--- config.mk ---
export PLATFORM = sky130hd
export DESIGN_NAME = tile_config_mem_clocked
export DESIGN_NICKNAME = d
export VERILOG_FILES = /design/src/rtl/tile_config_mem_clocked.sv
export SDC_FILE = /design/constraint.sdc
export NUM_CORES = 2
export LEC_CHECK = 0
export ABC_AREA = 1
export CORE_AREA = 3 3 535 537
export CTS_CLUSTER_DIAMETER = 120
export DETAILED_ROUTE_END_ITERATION = 10
export DIE_AREA = 0 0 538 540
export SETUP_SLACK_MARGIN = 0.2
export SKIP_LAST_GASP = 1
export SYNTH_ARGS = -nofsm -noshare
export SYNTH_HDL_FRONTEND = slang
export SYNTH_SLANG_ARGS = --single-unit
--- constraint.sdc ---
create_clock -name CLK -period 3.4 [get_ports CLK]
set_input_delay 1.02 -clock CLK [delete_from_list [all_inputs] [get_ports CLK]]
set_output_delay 1.02 -clock CLK [all_outputs]
set_load 0.02 [all_outputs]
--- src/rtl/tile_config_mem_clocked.sv ---
// tile_config_mem_clocked: clocked per-tile configuration memory.
// Frames live in flip-flops and are exported flat as ConfigBits/ConfigBits_N.
// Adds multi-hot strobe detection, a frame-load counter and a one-cycle
// frame readback port.
// Optional macro CONFIG_PARITY_EN: per-frame even parity checked on readback,
// with a force_parity_flip input to corrupt the stored parity deliberately.
module tile_config_mem_clocked #(
    parameter int MaxFramesPerCol = 20,
    parameter int FrameBitsPerRow = 32,
    parameter int NoConfigBits    = 640,
    parameter int CntWidth        = 8,
    localparam int RbW  = ($clog2(MaxFramesPerCol) > 0) ? $clog2(MaxFramesPerCol) : 1,
    localparam int CbW  = (NoConfigBits > 0) ? NoConfigBits : 1
) (
    input  logic                       CLK,
    input  logic                       reset,
    input  logic [FrameBitsPerRow-1:0] FrameData,
    input  logic [MaxFramesPerCol-1:0] FrameStrobe,
    output logic [CbW-1:0]             ConfigBits,
    output logic [CbW-1:0]             ConfigBits_N,
    input  logic                       rb_req,
    input  logic [RbW-1:0]             rb_frame,
    output logic                       rb_valid,
    output logic [FrameBitsPerRow-1:0] rb_data,
    output logic                       rb_oob,
    output logic                       strobe_err,
    output logic [CntWidth-1:0]        frames_loaded
`ifdef CONFIG_PARITY_EN
    ,
    input  logic                       force_parity_flip,
    output logic                       rb_parity_err
`endif
);

    localparam int TotalBits = MaxFramesPerCol * FrameBitsPerRow;

    // All frames packed back to back: frame i occupies bits [i*FB +: FB],
    // which is exactly the ConfigBits ordering.
    logic [TotalBits-1:0]       mem;
    logic [MaxFramesPerCol-1:0] strobe_p1;
    logic                       strobe_onehot;
    logic                       strobe_multi;
    logic                       strobe_rise;
    logic [FrameBitsPerRow-1:0] rd_frame;
    logic                       rd_hit;

    function automatic logic is_onehot(input logic [MaxFramesPerCol-1:0] s);
        return (s != '0) && ((s & (s - 1'b1)) == '0);
    endfunction

    function automatic logic [CntWidth-1:0] sat_inc(input logic [CntWidth-1:0] c);
        return (c == {CntWidth{1'b1}}) ? c : c + 1'b1;
    endfunction

    // Strobe classification; a multi-hot strobe is an error and writes nothing.
    always_comb begin
        strobe_onehot = is_onehot(FrameStrobe);
        strobe_multi  = (FrameStrobe != '0) && !strobe_onehot;
        strobe_rise   = strobe_onehot && ((FrameStrobe & ~strobe_p1) != '0);
    end

    // Frame storage: a one-hot strobe overwrites the selected frame every cycle it is held.
    always_ff @(posedge CLK) begin
        if (reset) begin
            mem <= '0;
        end else if (strobe_onehot) begin
            for (int i = 0; i < MaxFramesPerCol; i++) begin
                if (FrameStrobe[i]) begin
                    mem[i*FrameBitsPerRow +: FrameBitsPerRow] <= FrameData;
                end
            end
        end
    end

    // Strobe history, sticky error flag and saturating load counter.
    always_ff @(posedge CLK) begin
        if (reset) begin
            strobe_p1     <= '0;
            strobe_err    <= 1'b0;
            frames_loaded <= '0;
        end else begin
            strobe_p1 <= FrameStrobe;
            if (strobe_multi) begin
                strobe_err <= 1'b1;
            end
            if (strobe_rise) begin
                frames_loaded <= sat_inc(frames_loaded);
            end
        end
    end

    // Readback mux; an index with no matching frame leaves rd_hit low and data zero.
    always_comb begin
        rd_frame = '0;
        rd_hit   = 1'b0;
        for (int i = 0; i < MaxFramesPerCol; i++) begin
            if (rb_frame == RbW'(i)) begin
                rd_frame = mem[i*FrameBitsPerRow +: FrameBitsPerRow];
                rd_hit   = 1'b1;
            end
        end
    end

    // Readback register: samples pre-write contents; data holds between requests.
    always_ff @(posedge CLK) begin
        if (reset) begin
            rb_valid <= 1'b0;
            rb_data  <= '0;
            rb_oob   <= 1'b0;
        end else begin
            rb_valid <= rb_req;
            rb_oob   <= rb_req && !rd_hit;
            if (rb_req) begin
                rb_data <= rd_frame;
            end
        end
    end

`ifdef CONFIG_PARITY_EN
    logic [MaxFramesPerCol-1:0] par_mem;
    logic                       rd_par;

    // Stored parity for the frame being read back.
    always_comb begin
        rd_par = 1'b0;
        for (int i = 0; i < MaxFramesPerCol; i++) begin
            if (rb_frame == RbW'(i)) begin
                rd_par = par_mem[i];
            end
        end
    end

    // Parity storage written alongside the frame, optionally inverted.
    always_ff @(posedge CLK) begin
        if (reset) begin
            par_mem <= '0;
        end else if (strobe_onehot) begin
            for (int i = 0; i < MaxFramesPerCol; i++) begin
                if (FrameStrobe[i]) begin
                    par_mem[i] <= (^FrameData) ^ force_parity_flip;
                end
            end
        end
    end

    // Parity check result aligned with rb_valid.
    always_ff @(posedge CLK) begin
        if (reset) begin
            rb_parity_err <= 1'b0;
        end else begin
            rb_parity_err <= rb_req && rd_hit && ((^rd_frame) != rd_par);
        end
    end
`endif

    // Config export straight from the frame registers.
    generate
        if (NoConfigBits > 0) begin : g_cfg
            assign ConfigBits   = mem[CbW-1:0];
            assign ConfigBits_N = ~mem[CbW-1:0];
        end else begin : g_nocfg
            // Zero-width export: single unused bit tied off.
            assign ConfigBits   = '0;
            assign ConfigBits_N = '0;
        end
    endgenerate

endmodule

==> reports/metrics.cfg <==
[synth]
synth.largest_area_cell = dfxtp_1
synth-simple-area-share_pct = 27.32
synth-async-reset-ratio_pct = 0
synth-seq-cells = 703
postSynthCellCount = 4885
synth-xor-area-share_pct = 0.1063
synth_cell_types = 35
syn_avg_cell_area_um2 = 6.746
ys_seq_area_share_pct = 42.70
synth_edf_count = 0
yosysMostFrequentCell = nand2_1
syn_area_um2 = 32960
synth.area.mux_share_pct = 0
synthTopCellsByArea = dfxtp_1, nand2_1, a21oi_1
netlist_top_cells_count = nand2_1, a21oi_1, dfxtp_1
yosysWarningCount = 0
synth_flop_cell = dfxtp_1
synth_compound_area_share_pct = 15.44
syn_nets = 4946
synth_top_family_by_area = simple AND/OR/NAND/NOR gates
synth_fa_ha_area_share_pct = 0.03797
synth_top_area_share_pct = 42.70

[global_routing]
track_usage_pct = 25.82
grt.overflow.total = 0
grt_pass1_vias = 41260
antenna_found_initial = 52
grt_pass1_wl_mm = 484.0
grt_max_degree = 88

[layout]
ff_latch_area_um2 = 14110
area_growth_pct = 81.38
multi_input_area_um2 = 15440
finalNetCount = 6548
post-route-util_pct = 21.19
drive_gt1_share_pct = 16.16
fillers = 31640

[sta]
slew_headroom_pct = 33.16
worst-slew-pin-transition_ps = 1003
max_freq_mhz = 309.1
hold_violations = 0
finalSetupViolCount = 0
fin_tns_setup_ps = 0
fin_crit_sh_pct = 95.15
period_minus_slack_ps = 3235
finalClockSkew_ps = 45.01
rsz0062_at_grt = true
drv_slew = 0

[clock_network]
clock_latency_ps = 770
htreeDepth = 3
root_buffer = clkbuf_16
cts_buffer_depth = 3
clk_pin_slew_ps = 60
cts_made_buffers = 92
cts_tree = built
clock-sinks = 703

[critical_path]
critPathMaxStageDelay_ps = 770
end_kind = output pin
cp.depth = 1
reg2reg_depth = 14
critPathSlowestCell = clkdlybuf4s50_1
crit_start = ConfigBits[151]$_SDFFE_PP0P_
cp.buffers_inverters = 1
r2r-start = ConfigBits[41]$_SDFFE_PP0P_
cp-endpoint = ConfigBits[151]
startpoint_type = flop
required_ps = 2380
arrival_ps = 2220
cp_cell_sequence = clkdlybuf4s50_1
regToRegSetupSlack_ps = 570
crit_type = reg2out
reg2reg_to = rb_data[9]$_SDFFE_PP0P_
critPathMaxFanout = 4
cp_top_family = buffers and inverters

[floorplan]
die_w_um = 538
die_h_um = 540
ios = 1383
dieArea_um2 = 290500
row_count = 195
start_util_pct = 11.68
core_um2 = 282000

[placement]
place_congestion = 0.9743
hpwl_mm = 327.3
numPortBuffers = 1382

[route]
first_pass_iters = 8
drt_wl_total_mm = 400.4
wire_per_inst_um = 38.77
antenna_left = 0
route.vias.total = 45030
via_per_inst = 4.360
drt_iter0_markers = 5399
drc = 0

[power]
power_density_nw_per_um2 = 342.9
leakage_nw = 19.52
peakVddDrop_v = 0.0004569

[job]
cap_violations = 0

[status]
status = finished clean

[hold_path]
hold_class = reg2reg

## report_power, final
part	switching [mW]	leakage [nW]	internal [mW]	total, mW
clock network	4.56	1.52	5.94	10.5
logic	1.29	12.3	0.421	1.72
registers	0.0160	5.68	8.26	8.28
total	5.87	19.5	14.6	20.5
## timing repair
action,in CTS,in global routing
gates resized for setup,211,346
hold buffers,0,0
pin swaps,22,27
endpoints found under the setup margin,792,614
cloned,2,30
setup buffers,5,18
## cells by family after synthesis
kind of cell / Yosys count
simple gates: 2096
buf+inv: 1135
xor+xnor: 4
compound gates: 946
fa+ha+maj: 1
flops: 703
## sequential cells by signal (all words and copies together) (netlist names)
| name | cells |
|---|---|
| ConfigBits | 640 |
| strobe_p1 | 20 |
| strobe_err | 1 |
| rb_valid | 1 |
| rb_data | 32 |
| frames_loaded | 8 |
| rb_oob | 1 |
## cell type report
class                   instances  area share [%]
multi-input cells            3047           25.83
clock buffers                 122           4.329
well taps                    3743           7.835
clock inverters                46          0.8708
flip-flops and latches        703           23.60
inverters                     711           4.486
diodes                         23         0.09629
repair buffers               1932           32.95
## layer usage
layer | share of wire [%] | track usage [%] | vias up
li1 | - | - | 19070
met1 | 36 | 28.60 | 21840
met2 | 42 | 39.35 | 3347
met3 | 15 | 14.54 | 758
met4 | 6.6 | 13.08 | 16
met5 | 0.027 | 0 | -
## stage by stage
step	power [mW]	area, um2	setup WS [ps]	hold slack (ps)	std cells
finish	20.49	59770	165.0	469.4	10330
global route	20.88	59730	84.79	490.4	10310
CTS	20.54	57670	201.3	468.2	10260
detailed placement	10.13	54200	-1856	458.4	10080
global placement	10.13	54200	-1896	457.2	10080
floorplan	9.002	32960	248.4	545.0	4885
## how the worst min path moves through the flow
stage	from	to	slack (ps)	cells past startpoint
global placement	rb_data[23]$_SDFFE_PP0P_	rb_data[23]$_SDFFE_PP0P_	460	2
CTS	rb_data[26]$_SDFFE_PP0P_	rb_data[26]$_SDFFE_PP0P_	470	2
detailed placement	rb_data[26]$_SDFFE_PP0P_	rb_data[26]$_SDFFE_PP0P_	460	2
floorplan	rb_data[0]$_SDFFE_PP0P_	rb_data[0]$_SDFFE_PP0P_	550	2
global route	ConfigBits[205]$_SDFFE_PP0P_	ConfigBits[205]$_SDFFE_PP0P_	490	2
finish	rb_data[26]$_SDFFE_PP0P_	rb_data[26]$_SDFFE_PP0P_	470	2
## cell usage in the layout (no fill, tap or decap), types with 58 or more instances in the layout
master,n
nand2_1,1015
nand3_1,681
clkdlybuf4s50_1,1212
o21ai_0,58
dfxtp_1,676
a21oi_2,65
a221oi_1,74
a21oi_1,713
nand2_4,59
dlygate4sd2_1,74
buf_12,105
nand2_2,69
inv_1,697
nand4_1,78
clkbuf_16,115
buf_4,388
nor2_1,117
(Power assumes the default switching activity.)
